## src/rtl/fm_stream_ctrl.sv

```systemverilog
// Frame sequencer: per start, walks one raster frame of the FM buffer issuing one pixel read
// every INTERVAL cycles, then waits for the wrapper's output windows or an idle timeout.
module fm_stream_ctrl #(
    parameter int FM_WIDTH  = 56,
    parameter int FM_HEIGHT = 56,
    parameter int INTERVAL  = 8,
    parameter int TIMEOUT   = 1024,
    parameter int ADDR_W    = 12,
    parameter int DIM_W     = 6
) (
    input  logic              clk,
    input  logic              rst,
    input  logic              start,
    input  logic              abort,
    input  logic              hold,
    input  logic              cfg_mode,
    input  logic [DIM_W-1:0]  cfg_width,
    input  logic [DIM_W-1:0]  cfg_height,
    output logic              rd_en,
    output logic [ADDR_W-1:0] rd_addr,
    output logic              data_in_valid,
    output logic              verticle_sync,
    output logic              mode_in,
    input  logic              data_out_valid,
    output logic              busy,
    output logic              done,
    output logic              timeout,
    output logic              cfg_err
);
    localparam int CNT_W  = 2 * DIM_W;
    localparam int PACE_W = (INTERVAL > 2) ? $clog2(INTERVAL) : 1;
    localparam int IDLE_W = $clog2(TIMEOUT) + 1;
    localparam logic [DIM_W-1:0]  MAX_W     = DIM_W'(FM_WIDTH);
    localparam logic [DIM_W-1:0]  MAX_H     = DIM_W'(FM_HEIGHT);
    localparam logic [PACE_W-1:0] PACE_LAST = PACE_W'(INTERVAL - 1);
    localparam logic [IDLE_W-1:0] IDLE_LAST = IDLE_W'(TIMEOUT - 1);

    typedef enum logic [2:0] {S_IDLE, S_SYNC, S_STREAM, S_DRAIN, S_DONE} state_t;

    state_t             state;
    logic [PACE_W-1:0]  pace_cnt;
    logic [ADDR_W-1:0]  addr;
    logic [ADDR_W-1:0]  last_addr;
    logic [CNT_W-1:0]   expect_cnt;
    logic [CNT_W-1:0]   out_cnt;
    logic [IDLE_W-1:0]  idle_cnt;
    logic               to_flag;
    logic               mode_q;

    logic               cfg_ok;
    logic               win_pulse;
    logic [DIM_W-1:0]   half_w;
    logic [DIM_W-1:0]   half_h;
    logic [CNT_W-1:0]   frame_px;
    logic [CNT_W-1:0]   frame_win;
    logic [CNT_W-1:0]   out_cnt_nxt;

    assign cfg_ok = (cfg_width != '0) && (cfg_width <= MAX_W) &&
                    (cfg_height != '0) && (cfg_height <= MAX_H);
    assign half_w    = (cfg_width + DIM_W'(1)) >> 1;
    assign half_h    = (cfg_height + DIM_W'(1)) >> 1;
    assign frame_px  = CNT_W'(cfg_width) * CNT_W'(cfg_height);
    assign frame_win = CNT_W'(half_w) * CNT_W'(half_h);

    // out_cnt saturates at the expected count so surplus pulses are harmless
    assign win_pulse   = data_out_valid && (out_cnt != expect_cnt);
    assign out_cnt_nxt = out_cnt + CNT_W'(win_pulse);

    // abort suppresses the strobes in the cycle it is raised
    assign rd_en         = (state == S_STREAM) && (pace_cnt == '0) && !hold && !abort;
    assign verticle_sync = (state == S_SYNC) && !abort;
    assign done          = (state == S_DONE) && !abort;
    assign timeout       = done && to_flag;
    assign busy          = (state != S_IDLE);
    assign rd_addr       = addr;
    assign mode_in       = mode_q;

    always_ff @(posedge clk) begin
        if (rst) begin
            state         <= S_IDLE;
            pace_cnt      <= '0;
            addr          <= '0;
            last_addr     <= '0;
            expect_cnt    <= '0;
            out_cnt       <= '0;
            idle_cnt      <= '0;
            to_flag       <= 1'b0;
            mode_q        <= 1'b0;
            cfg_err       <= 1'b0;
            data_in_valid <= 1'b0;
        end else begin
            cfg_err       <= 1'b0;
            data_in_valid <= rd_en;
            case (state)
                S_IDLE: begin
                    if (start) begin
                        if (cfg_ok) begin
                            state      <= S_SYNC;
                            mode_q     <= cfg_mode;
                            last_addr  <= ADDR_W'(frame_px - CNT_W'(1));
                            expect_cnt <= cfg_mode ? frame_win : frame_px;
                            out_cnt    <= '0;
                        end else begin
                            cfg_err <= 1'b1;
                        end
                    end
                end
                S_SYNC: begin
                    pace_cnt <= '0;
                    addr     <= '0;
                    out_cnt  <= out_cnt_nxt;
                    state    <= S_STREAM;
                end
                S_STREAM: begin
                    out_cnt <= out_cnt_nxt;
                    if (!hold)
                        pace_cnt <= (pace_cnt == PACE_LAST) ? '0 : pace_cnt + PACE_W'(1);
                    if (rd_en) begin
                        addr <= addr + ADDR_W'(1);
                        if (addr == last_addr) begin
                            state    <= S_DRAIN;
                            idle_cnt <= '0;
                        end
                    end
                end
                S_DRAIN: begin
                    // idle_cnt = cycles elapsed since the last pulse (or since DRAIN entry)
                    out_cnt <= out_cnt_nxt;
                    if (out_cnt_nxt == expect_cnt) begin
                        state   <= S_DONE;
                        to_flag <= 1'b0;
                    end else if (data_out_valid) begin
                        idle_cnt <= IDLE_W'(1);
                    end else if (idle_cnt == IDLE_LAST) begin
                        state   <= S_DONE;
                        to_flag <= 1'b1;
                    end else begin
                        idle_cnt <= idle_cnt + IDLE_W'(1);
                    end
                end
                S_DONE: begin
                    state  <= S_IDLE;
                    mode_q <= 1'b0;
                    addr   <= '0;
                end
                default: state <= S_IDLE;
            endcase
            if (abort && (state != S_IDLE)) begin
                state  <= S_IDLE;
                mode_q <= 1'b0;
                addr   <= '0;
            end
        end
    end
endmodule

```

## config.mk

```make
export PLATFORM = sky130hd
export DESIGN_NAME = fm_stream_ctrl
export DESIGN_NICKNAME = d
export VERILOG_FILES = /design/src/rtl/fm_stream_ctrl.sv
export SDC_FILE = /design/constraint.sdc
export NUM_CORES = 1
export LEC_CHECK = 0
export ABC_AREA = 1
export BUFFER_PORTS_ARGS = -buffer_cell sky130_fd_sc_hd__buf_2
export CORE_ASPECT_RATIO = 1.1
export CORE_UTILIZATION = 55
export DETAILED_ROUTE_END_ITERATION = 8
export MAX_ROUTING_LAYER = met4
export PLACE_DENSITY = 0.73
export SYNTH_ARGS = -nofsm -noshare
export SYNTH_HDL_FRONTEND = slang
export SYNTH_SLANG_ARGS = --single-unit
```

## constraint.sdc

```tcl
create_clock -name clk -period 4.3 [get_ports clk]
set_input_delay 0.215 -clock clk [delete_from_list [all_inputs] [get_ports clk]]
set_output_delay 0.215 -clock clk [all_outputs]
set_load 0.01 [all_outputs]
```

Yosys cells after proc, flatten, opt, wreduce, memory -nomap -nowiden
Index checks and enable logic that the tools add are counted.

Multiply operators: 2. Reduce and logical (&&, ||, !) cells: 36. Equal/unequal tests: 19. Order comparisons: 2. Multiplexer cells: 30. Bitwise logic cells: 2. $add $sub $neg: 7.

Operators by type and width (number): 2-to-1 mux 11 bit (5); 2-to-1 mux 12 bit (4); one-hot mux 12 bit (2 select lines) (2); 2-to-1 mux 3 bit (9); equality test 12 bit (2); one-hot mux 11 bit (2 select lines) (1); adder 12 x 1 -> 12 bit (1); adder 12 x 1 -> 12 bit, second input constant (1); adder 6 x 1 -> 6 bit, second input constant (2); <= comparator 6 bit, second input constant (2); multiplier 6 x 6 -> 12 bit (1); != test 12 bit (1); one-hot mux 3 bit (4 select lines) (1); AND reduction 3 bit (4); nonzero test 2 bit (6); nonzero test 6 bit (2); subtractor 12 x 1 -> 12 bit, second input constant (1); adder 11 x 1 -> 11 bit, second input constant (1); equality test 11 x 10 -> 1 bit, second input constant (1); logical AND 1 bit (11); multiplier 5 x 5 -> 10 bit (1); != test 2 bit, second input constant (5); != test 3 bit, second input constant (3); equality test 3 x 2 -> 1 bit, second input constant (2); 16 further kinds (29).

Bits of input ports: 19. Register bits after elaboration: 69.

Depth between registers and ports, before layout
Depth after elaboration: 7. Depth in mapped cells: 25. Depth with buffers taken out: 25.

Worst setup path after synthesis
No wires, ideal clock.

Kind: input to register. Start point: in cfg_height[2]. End point: reg expect_cnt[8]. Arrival time: 3.784 ns. Setup slack: 0.389 ns. Cell stages on the path: 20. Library setup time: 0.127 ns. Path buffers: 1. Path through: clkbuf_1 nand3_1 nor2_1 xor2_1 inv_1 nand2_1 fa_1 fa_1 fa_1 inv_1 ha_1 nand3_1 nand3_1 a21oi_1 nor2_1 nor2_1 xor2_1 nand2_1 o2111ai_1 o21ai_0.

Word-level cells in the longest chain between the ends: 4. Elaborated cells between the ends (all ways): 9. Classes of those cells: add/sub: 1; mul: 2; order compare: 1; mux: 1; reduce/logical: 4.

RTL lines: start: declaration (line 18) `input logic [DIM_W-1:0] cfg_height,`; branches (longest 4 deep; another with multiplier 5 x 5 -> 10 bit); end signal: assignment (line 101) `expect_cnt <= cfg_mode ? frame_win : frame_px;`; end: declaration (line 44) `logic [CNT_W-1:0] expect_cnt;`.

Several ways; the timed one is not identified. A chain may end at the register's enable or synchronous reset.

Final worst setup path
Start point: in cfg_height[2]. End point: reg last_addr[10].

Word-level cells in the longest chain between the ends: 4. Elaborated cells between the ends (all ways): 7. Classes of those cells: add/sub: 1; mul: 1; order compare: 1; reduce/logical: 4.

RTL lines: branches (longest 4 deep; another with multiplier 6 x 6 -> 12 bit); end signal: assignment (line 100) `last_addr <= ADDR_W'(frame_px - CNT_W'(1));`; end: declaration (line 43) `logic [ADDR_W-1:0] last_addr;`.

Several ways; the timed one is not identified.

==> out/metrics.csv <==
metric;value;unit
outcome;finished clean;
start_util;56.8;%
via_count;5722;
cts_max_path_buffers;2;
drtIter0Drc;306;
start_kind;primary input;
crit_type;primary input to flop;
finalPower;3.33;mW
final_common_cell;nand2_1;
drv_slew;0;
cts_num_sinks;69;
powerDensity;486;nW/µm²
overflow;0;
rsz0062_at_grt;false;
synth_area_leader_cell;dfxtp_1;
yosysSeqAreaShare;22.2;%
h-tree-depth;3;
clk_pin_slew;0.06;ns
fp.coreArea;11000;µm²
drtAntennaViolNets;0;
syn-num-nets;1022;
grt_pass1_wl;24400;µm
wl_per_cell;12.7;µm
grt_max_degree;34;
hpwl;11000;µm
syn_area;6220;µm²
die_w;103;µm
fp.dieArea;11700;µm²
drive_gt1_share;9.79;%
layout.nets;1050;
antenna_cells;0;
routed_wl;14100;µm
hp-class;primary input to flop;
worst_slew_pin_slew;0.667;ns
drtPass1Iterations;5;
relSlewSlack;55.0;%
max_stage_delay;0.55;ns
drcViolationCount;0;
rows;40;
synth_area_leaders;dfxtp_1 22%, nand2_1 13%, inv_1 10%, ha_1 10%, fa_1 8.4%;
cap_violations;0;
crit_arrival;3.99;ns
grt_pass1_vias;5514;
finalCritPeriodShare;87.4;%
gp_congestion;0.916;
clock_skew;0.00720;ns
grtUsageTotal;27.1;%
crit_chain;buf_2, nand2_1, inv_1, fa_1, inv_1, fa_1, fa_1, inv_1, ha_1, a21oi_1, nand2_1, or2_1, nand2_1, inv_1, nor2_1, nand2_1, nor2_1, nand2_1, a21oi_1, o21ai_1, nand2_1, inv_1;
ys_warn_count;0;
fin_setup_tns;0;ns
setup_viol;0;
cp_common_cell;nand2_1;
vias_per_cell;5.17;
critPathRequiredTime;4.53;ns
crit_path_top_delay_cell;fa_1;
r2r_setup_slack;0.90;ns
cts_resized;0;
syn-instance-count;927;
critPathTopFamily;adder cells;
leakage;3.63;nW
final_hold_viol_count;0;
synth_ff_type;dfxtp_1;
port-buffer-count;38;
die_y;114;µm
cts_tree;yes;
antenna_found_initial;0;
finalCriticalPeriod;3.76;ns
ys_seq_elements;69;
postCtsSetupBuffers;0;
cp_num_buf_inv;6;
root_buffer;clkbuf_16;
synth-async-reset-ratio;0;%
syn_area_per_cell;6.71;µm²
cts_buffers;9;
ir_drop;288;µV
ios;39;
synth_edf_count;0;
layout_common_cells;211 x nand2_1, 169 x inv_1, 70 x nor2_1, 69 x dfxtp_1, 52 x a21oi_1;
synth.distinct_cells;47;
clock.fmax;0.266;GHz
endpoint_kind;flop;
cp_max_fo;11;
insertion_delay;0.34;ns
netlist.area_leader.share;22.2;%
cts_hold_buf;0;
layout-area-overhead-vs-synth;10.2;%
-- Yosys cell counts, types with 4 or more instances --
library cell / instances
nand2_1: 211
inv_1: 169
nor2_1: 70
dfxtp_1: 69
a21oi_1: 52
ha_1: 50
nand3_1: 45
o21ai_0: 41
fa_1: 26
nand4_1: 24
xor2_1: 22
nor3_1: 20
clkbuf_1: 17
nor2_2: 14
xnor2_1: 13
clkinv_1: 10
o21ai_1: 6
buf_2: 5
or2_2: 5
a311oi_1: 4
a31oi_1: 4
nand2_2: 4
nand3b_1: 4
o211ai_1: 4
-- per-layer routing --
layer,global-route usage (%),up-vias,share of wire [%]
met5,-,-,0
met4,6.95,0,1.9
met3,5.21,18,2.9
met2,46.4,83,49
met1,32.3,2641,46
li1,-,2980,-
-- cell families (layout without fill, tap and decap cells) --
kind of cell             count (synthesis)  after routing  share of synthesized area, %
AO/OA/AOI/OAI                          125            125                          11.2
XOR/XNOR                                35             35                          4.93
adder cells (fa/ha/maj)                 76             76                          18.4
buffers and inverters                  208            241                          13.1
flip-flops                              69             69                          22.2
AND/OR/NAND/NOR                        414            414                          30.2
-- registers in the layout, indices dropped and copies added (netlist names) --
register	cells
cfg_err	1
mode_in	1
out_cnt	12
rd_addr	12
pace_cnt	3
expect_cnt	12
data_in_valid	1
to_flag	1
idle_cnt	11
state	3
last_addr	12
-- worst register-to-register path: stages (launching register included) --
cell and delay (ns):
dfxtp_1 0.42, inv_2 0.08, nand2_1 0.08, nand2_1 0.08, nor4b_1 0.41, nand4_1 0.13, o21ai_0 0.17, inv_1 0.08
ha_1 0.21, ha_1 0.25, nand2_1 0.19, nor2_8 0.07, nand2_4 0.08, nor2_4 0.04, nand2_1 0.05, nor2_1 0.04
nor2_1 0.13, nor2_2 0.06, nand2_2 0.09, nand2_2 0.07, nand2_4 0.14, nand3_4 0.16, nand2_1 0.14, clkinv_1 0.09
nor2_2 0.10
-- per-stage QoR --
stage                     util [%]  worst slack (ns)  hold slack [ns]  cell area, µm²  std cells
final                         62.6             0.541            0.192            6860       1107
after floorplan                  -             0.389            0.389            6220        927
after global routing          62.6             0.179            0.200            6860       1107
after CTS                     62.6             0.548            0.185            6860       1107
after global placement        59.4             0.243            0.464            6510       1091
after detailed placement      59.4             0.220            0.469            6510       1091
-- area by class of cell --
type / instances / area (µm²)
fill: 1025 / 4100
multi-input combinational: 650 / 4030
sequential: 69 / 1380
tap: 147 / 184
inverter: 181 / 679
clock buffer: 9 / 225
clock inverter: 7 / 124
timing repair buffer: 44 / 235
-- path summary, 6_finish.rpt --
path	startpoint	to	cells after the start
worst min register to register	last_addr[3]$_SDFFE_PP0P_	last_addr[3]$_SDFFE_PP0P_	2
worst min-delay path	start	cfg_err$_SDFF_PP0_	3
worst max register to register	out_cnt[2]$_SDFFE_PP0P_	idle_cnt[1]$_SDFFE_PP0P_	24
worst max-delay path	cfg_height[2]	last_addr[10]$_SDFFE_PP0P_	22
-- power breakdown --
| part | leakage (nW) | switching [mW] | internal, mW | total [mW] |
|---|---|---|---|---|
| clock network | 0.166 | 0.299 | 0.569 | 0.869 |
| logic | 2.90 | 1.01 | 0.565 | 1.57 |
| registers | 0.562 | 0.114 | 0.779 | 0.893 |
| total | 3.63 | 1.42 | 1.91 | 3.33 |
No activity file was read; power rests on OpenSTA's default activity.
